[src/rtl/keypad_number_entry_if.sv]
// Keypad/number-entry bundle: keypad row/column lines plus the number
// register and key-event outputs that feed the display.
interface keypad_number_entry_if;
    logic [3:0]  col_in;
    logic [3:0]  row_out;
    logic [23:0] number_sig;
    logic [3:0]  key_code;
    logic        key_valid;

    modport master (
        output col_in,
        input  row_out,
        input  number_sig,
        input  key_code,
        input  key_valid
    );

    modport slave (
        input  col_in,
        output row_out,
        output number_sig,
        output key_code,
        output key_valid
    );
endinterface

[src/rtl/keypad_number_entry.sv]
// 4x4 matrix keypad scanner with frame-level debounce.
// Each accepted key is shifted into a six-digit hex number register.
module keypad_number_entry #(
    parameter int SCAN_DIV        = 50000,
    parameter int DEBOUNCE_FRAMES = 20
) (
    input  logic                  clk,
    input  logic                  rst_n,
    keypad_number_entry_if.slave  bus
);

    localparam int DIV_W = (SCAN_DIV > 2) ? $clog2(SCAN_DIV) : 1;
    localparam int CNT_W = $clog2(DEBOUNCE_FRAMES + 1);
    localparam logic [DIV_W-1:0] DIV_LAST = DIV_W'(SCAN_DIV - 1);
    localparam logic [CNT_W-1:0] CNT_LAST = CNT_W'(DEBOUNCE_FRAMES);

    typedef enum logic [1:0] {
        ST_IDLE      = 2'd0,
        ST_CHECK     = 2'd1,
        ST_HELD      = 2'd2,
        ST_REL_CHECK = 2'd3
    } state_t;

    function automatic logic [4:0] low_count(input logic [15:0] v);
        logic [4:0] n;
        n = 5'd0;
        for (int i = 0; i < 16; i++) begin
            n = n + {4'd0, v[i]};
        end
        return n;
    endfunction

    // Only meaningful when exactly one bit is set: the OR then equals its index.
    function automatic logic [3:0] low_index(input logic [15:0] v);
        logic [3:0] idx;
        idx = 4'd0;
        for (int i = 0; i < 16; i++) begin
            idx = idx | (v[i] ? 4'(i) : 4'd0);
        end
        return idx;
    endfunction

    logic [3:0]       r_col_meta;
    logic [3:0]       r_col_sync;
    logic [DIV_W-1:0] r_div;
    logic [1:0]       r_row;
    logic [3:0]       r_row_out;
    logic [11:0]      r_frame_low;
    state_t           r_state;
    logic [3:0]       r_cand;
    logic [CNT_W-1:0] r_cnt;
    logic [23:0]      r_number;
    logic [3:0]       r_key_code;
    logic             r_key_valid;

    logic             w_tick;
    logic             w_frame_done;
    logic [1:0]       w_row_next;
    logic [15:0]      w_frame_vec;
    logic [4:0]       w_low_cnt;
    logic [3:0]       w_code;
    logic             w_none;
    logic             w_single;
    logic [CNT_W-1:0] w_cnt_inc;
    state_t           w_state_next;
    logic [3:0]       w_cand_next;
    logic [CNT_W-1:0] w_cnt_next;
    logic             w_accept;

    assign w_tick       = (r_div == DIV_LAST);
    assign w_frame_done = w_tick && (r_row == 2'd3);
    assign w_row_next   = r_row + 2'd1;
    assign w_frame_vec  = {~r_col_sync, r_frame_low};
    assign w_low_cnt    = low_count(w_frame_vec);
    assign w_code       = low_index(w_frame_vec);
    assign w_none       = (w_low_cnt == 5'd0);
    assign w_single     = (w_low_cnt == 5'd1);
    assign w_cnt_inc    = r_cnt + CNT_W'(1);

    // Two-flop synchronizer for the asynchronous column inputs.
    always_ff @(posedge clk or negedge rst_n) begin
        if (!rst_n) begin
            r_col_meta <= 4'b1111;
            r_col_sync <= 4'b1111;
        end else begin
            r_col_meta <= bus.col_in;
            r_col_sync <= r_col_meta;
        end
    end

    // Row-slot divider.
    always_ff @(posedge clk or negedge rst_n) begin
        if (!rst_n) begin
            r_div <= '0;
        end else if (w_tick) begin
            r_div <= '0;
        end else begin
            r_div <= r_div + DIV_W'(1);
        end
    end

    // Row advance and per-row column capture; row 3 is consumed directly at frame end.
    always_ff @(posedge clk or negedge rst_n) begin
        if (!rst_n) begin
            r_row       <= 2'd0;
            r_row_out   <= 4'b1110;
            r_frame_low <= 12'd0;
        end else if (w_tick) begin
            r_row     <= w_row_next;
            r_row_out <= ~(4'b0001 << w_row_next);
            case (r_row)
                2'd0:    r_frame_low[3:0]  <= ~r_col_sync;
                2'd1:    r_frame_low[7:4]  <= ~r_col_sync;
                2'd2:    r_frame_low[11:8] <= ~r_col_sync;
                default: r_frame_low       <= r_frame_low;
            endcase
        end else begin
            r_row     <= r_row;
            r_row_out <= r_row_out;
        end
    end

    // Debounce state register.
    always_ff @(posedge clk or negedge rst_n) begin
        if (!rst_n) begin
            r_state <= ST_IDLE;
            r_cand  <= 4'd0;
            r_cnt   <= '0;
        end else begin
            r_state <= w_state_next;
            r_cand  <= w_cand_next;
            r_cnt   <= w_cnt_next;
        end
    end

    // Debounce next-state logic, evaluated once per completed frame.
    always_comb begin
        w_state_next = r_state;
        w_cand_next  = r_cand;
        w_cnt_next   = r_cnt;
        w_accept     = 1'b0;
        if (w_frame_done) begin
            case (r_state)
                ST_IDLE: begin
                    if (w_single) begin
                        w_state_next = ST_CHECK;
                        w_cand_next  = w_code;
                        w_cnt_next   = CNT_W'(1);
                    end else begin
                        w_cnt_next   = '0;
                    end
                end
                ST_CHECK: begin
                    if (w_single && (w_code == r_cand)) begin
                        if (w_cnt_inc == CNT_LAST) begin
                            w_state_next = ST_HELD;
                            w_cnt_next   = '0;
                            w_accept     = 1'b1;
                        end else begin
                            w_cnt_next   = w_cnt_inc;
                        end
                    end else begin
                        w_state_next = ST_IDLE;
                        w_cnt_next   = '0;
                    end
                end
                ST_HELD: begin
                    if (w_none) begin
                        w_state_next = ST_REL_CHECK;
                        w_cnt_next   = CNT_W'(1);
                    end else begin
                        w_cnt_next   = '0;
                    end
                end
                ST_REL_CHECK: begin
                    if (w_none) begin
                        if (w_cnt_inc == CNT_LAST) begin
                            w_state_next = ST_IDLE;
                            w_cnt_next   = '0;
                        end else begin
                            w_cnt_next   = w_cnt_inc;
                        end
                    end else begin
                        w_state_next = ST_HELD;
                        w_cnt_next   = '0;
                    end
                end
                default: begin
                    w_state_next = ST_IDLE;
                    w_cnt_next   = '0;
                end
            endcase
        end else begin
            w_state_next = r_state;
        end
    end

    // Registered accept action: shift in the digit and pulse key_valid.
    always_ff @(posedge clk or negedge rst_n) begin
        if (!rst_n) begin
            r_number    <= 24'h000000;
            r_key_code  <= 4'd0;
            r_key_valid <= 1'b0;
        end else begin
            r_key_valid <= w_accept;
            if (w_accept) begin
                r_number   <= {r_number[19:0], r_cand};
                r_key_code <= r_cand;
            end else begin
                r_number   <= r_number;
                r_key_code <= r_key_code;
            end
        end
    end

    assign bus.row_out    = r_row_out;
    assign bus.number_sig = r_number;
    assign bus.key_code   = r_key_code;
    assign bus.key_valid  = r_key_valid;

endmodule

[src/flat_wrapper.sv]
// flat-port wrapper written by rule: the top's interface ports become plain ports
module keypad_number_entry_flat 
#(
    parameter int SCAN_DIV        = 50000,
    parameter int DEBOUNCE_FRAMES = 20
)
  (clk, rst_n, bus_col_in, bus_row_out, bus_number_sig, bus_key_code, bus_key_valid);
  keypad_number_entry_if bus_i ();
  input  logic clk;
  input  logic rst_n;
  input wire logic [$bits(bus_i.col_in)-1:0] bus_col_in;
  output wire logic [$bits(bus_i.row_out)-1:0] bus_row_out;
  output wire logic [$bits(bus_i.number_sig)-1:0] bus_number_sig;
  output wire logic [$bits(bus_i.key_code)-1:0] bus_key_code;
  output wire logic [$bits(bus_i.key_valid)-1:0] bus_key_valid;
  assign bus_i.col_in = bus_col_in;
  assign bus_row_out = bus_i.row_out;
  assign bus_number_sig = bus_i.number_sig;
  assign bus_key_code = bus_i.key_code;
  assign bus_key_valid = bus_i.key_valid;
  keypad_number_entry #(.SCAN_DIV(SCAN_DIV), .DEBOUNCE_FRAMES(DEBOUNCE_FRAMES)) u_core (.clk(clk), .rst_n(rst_n), .bus(bus_i));
endmodule
[config.mk]
export PLATFORM = sky130hd
export DESIGN_NAME = keypad_number_entry_flat
export DESIGN_NICKNAME = d
export VERILOG_FILES = /design/src/rtl/keypad_number_entry_if.sv /design/src/rtl/keypad_number_entry.sv /design/src/flat_wrapper.sv
export SDC_FILE = /design/constraint.sdc
export NUM_CORES = 1
export LEC_CHECK = 0
export BUFFER_PORTS_ARGS = -buffer_cell sky130_fd_sc_hd__buf_4
export CAP_MARGIN = 0
export CELL_PAD_IN_SITES_DETAIL_PLACEMENT = 0
export CELL_PAD_IN_SITES_GLOBAL_PLACEMENT = 1
export CORE_MARGIN = 8
export CORE_UTILIZATION = 45
export DETAILED_ROUTE_END_ITERATION = 8
export HOLD_SLACK_MARGIN = 0.15
export PLACE_DENSITY_LB_ADDON = 0.3
export SYNTH_ARGS = -nofsm -noshare
export SYNTH_HDL_FRONTEND = slang
export SYNTH_SLANG_ARGS = --single-unit
[constraint.sdc]
create_clock -name clk -period 7.15 [get_ports clk]
set_input_delay 0.715 -clock clk [delete_from_list [all_inputs] [get_ports clk]]
set_output_delay 0.715 -clock clk [all_outputs]
set_load 0.03 [all_outputs]
==> metrics.csv <==
metric;value;unit
outcome;finished clean;
layout_min_cycle_time;5.02;ns
nFillCells;759;
yosysMostFrequentCell;dfrtp_1;
cts_tree;yes;
area_growth;14.7;%
grt_setup_unrepaired;no;
syn_area_per_cell;11.8;um^2
power_density;186;mW/mm^2
synthArstFlopShare;100;%
grt_pass1_wl;11600;um
syn_inst;331;
ys_ff_latch;78;
synth_edf_count;0;
synth_ff_type;dfrtp_1;
io_buffers;38;
placed_cells;468;
drc;0;
grt_use_total;12.4;%
cts_buffer_depth;2;
relSlewSlack;35.4;%
setup_violations;0;
drt_wl_total;7070;um
cts_hold_buf;0;
drt-initial-drc-count;81;
vias;2512;
diodes;0;
fmax;0.199;GHz
gr-total-overflow;0;
place_hpwl;5000;um
synth-compound-area-share;7.20;%
maxSlewViolCount;0;
stdcell_area;0.00449;mm^2
die_x;109;um
worstSetupStartpointType;flop;
hold_ws;0.357;ns
peakVddDrop;97.9;uV
clkSinkCount;78;
worst_pin_slew;0.969;ns
multi_input_area;0.00178;mm^2
critical_path_class;reg2reg;
antenna_found_initial;0;
ys_seq_area_share;50.3;%
seq_area;0.00197;mm^2
clk_pin_slew;0.07;ns
drive_gt1_share;26.3;%
synthXorXnorAreaFrac;3.58;%
num_io_pins;39;
hp-class;reg2reg;
ctsHtreeMaxLevel;3;
crit_arrival;5.25;ns
hold_viol_final;0;
p_leak;2.17;nW
worstPathMaxFanout;8;
synthTopCellsByCount;dfrtp_1 (67), nand2_1 (35), inv_1 (28), o21ai_0 (25), mux2_4 (20);
synthTopCellsByArea;dfrtp_1 (43%), mux2_4 (7.7%), dfstp_2 (7.4%), fa_1 (5.1%), ha_1 (3.8%);
grt_max_degree;79;
clockRootBuffer;clkbuf_8;
synth_top_area_share;42.9;%
die_h;109;um
synth-simple-area-share;14.4;%
total_power;0.000833;W
viasPerCell;5.19;
ctsResizeCount;0;
placed_area;0.00427;mm^2
cts_setup_buffers;0;
min_from;u_core.r_col_meta[3]$_DFF_PN1_;
final_nets;399;
ant_nets;0;
final_cells;484;
synth_top_cell_by_area;dfrtp_1;
fin_setup_tns;0;ns
synth_top_family_by_area;simple AND/OR/NAND/NOR gates;
insertion_delay;0.35;ns
synth.mux.area_fraction;11.3;%
startpoint;u_core.r_frame_low[1]$_DFFE_PN0P_;
syn_nets;359;
yosys_warnings;0;
dieArea;0.0119;mm^2
period_share;70.2;%
skew;0.00885;ns
coreArea;0.00859;mm^2
synth_cell_types;51;
start_util;45.5;%
syn_area;0.00391;mm^2
fp-row-count;34;
worstSetupEndpointType;flop;
crit_required;7.39;ns
wire_per_inst;14.6;um
dr.pass1.iters;5;
synthAdderAreaFrac;8.96;%
timing.rr.start;u_core.r_frame_low[1]$_DFFE_PN0P_;
grt_pass1_vias;2449;
max_cap_violations;0;
gp_congestion;0.795;
cts-buffers-inserted;9;
## stage by stage
step | setup slack [ns] | util, %
6_report | 2.13 | 52.2
5_1_grt | 1.82 | 52.2
4_1_cts | 2.08 | 52.2
3_5_place_dp | 2.09 | 49.7
3_3_place_gp | 2.14 | 49.7
2_1_floorplan | 2.42 | -
## where the power goes
part	internal (W)	leakage [nW]	switching (W)
Sequential	0.000445	1.04	0.00000226
Clock	0.000198	0.115	0.000158
Combinational	0.0000100	1.02	0.0000197
Total	0.000654	2.17	0.000180
## routing by layer
metal | up-vias | global-route usage [%] | wire, um
met5 | - | 0 | 0
met1 | 1238 | 15.8 | 3340
met4 | 0 | 4.92 | 103
met2 | 51 | 19.6 | 3220
met3 | 10 | 3.55 | 413
li1 | 1213 | - | -
## layout make-up
class                           instances  share of cell area [%]
Clock buffer                           13                    3.99
Clock inverter                          3                   0.893
Inverter                               28                    2.34
Multi-Input combinational cell        216                    39.6
Sequential cell                        78                    43.8
Tap cell                              108                    3.01
Timing Repair Buffer                   38                    6.36
## state kept, by name, indices dropped and copies added, names as in the netlist
signal and count:
u_core.bus.number_sig 21, u_core.bus.row_out 4, u_core.r_col_sync 4, u_core.r_frame_low 12
u_core.r_state 2, u_core.r_col_meta 4, u_core.r_row 2, u_core.r_cnt 5
u_core.bus.key_code 3, u_core.r_div 16, u_core.r_cand 4, u_core.bus.key_valid 1
## critical path, cell delays in order, from the launching register on
cell and delay, ns:
dfrtp_1 0.40, ha_1 0.29, fa_1 0.51, fa_1 0.44
fa_1 0.51, inv_1 0.05, fa_1 0.44, fa_1 0.36
inv_1 0.09, fa_1 0.41, nor3_1 0.14, o21ai_1 0.20
nand2b_1 0.22, nor3_1 0.45, mux2_2 0.40
## cell families after synthesis
kind of cell / Yosys count
AND/OR/NAND/NOR: 102
flip-flops: 78
AO/OA/AOI/OAI: 43
buffers and inverters: 37
multiplexers: 33
adder cells (fa/ha/maj): 22
XOR/XNOR: 16
## cell usage in the layout, fill, tap and decap left out, drive strengths merged, types with 3 or more instances in the layout
cell    count
nand2      36
nor4b       8
nor3        7
mux2i       5
dfstp      11
fa         10
and3        4
dfrtp      67
xnor2       9
ha         12
o21ai      26
nor2       15
clkbuf     13
inv        28
and4        3
xor2        7
mux2       28
a22oi       3
buf        38
nand3      11
and2        3
## path summary, 6_finish.rpt
kind,cells past startpoint,end,slack [ns]
hold / removal,0,u_core.r_col_sync[3]$_DFF_PN1_,0.36
max in group asynchronous,1,u_core.r_frame_low[3]$_DFFE_PN0P_,6.01
hold reg to reg,0,u_core.r_col_sync[3]$_DFF_PN1_,0.36
min in group asynchronous,1,u_core.bus.number_sig[19]$_DFFE_PN0P_,0.51
setup reg to reg,14,u_core.r_cand[2]$_DFFE_PN0P_,2.13
setup / recovery,14,u_core.r_cand[2]$_DFFE_PN0P_,2.13
(Power assumes the default switching activity.)
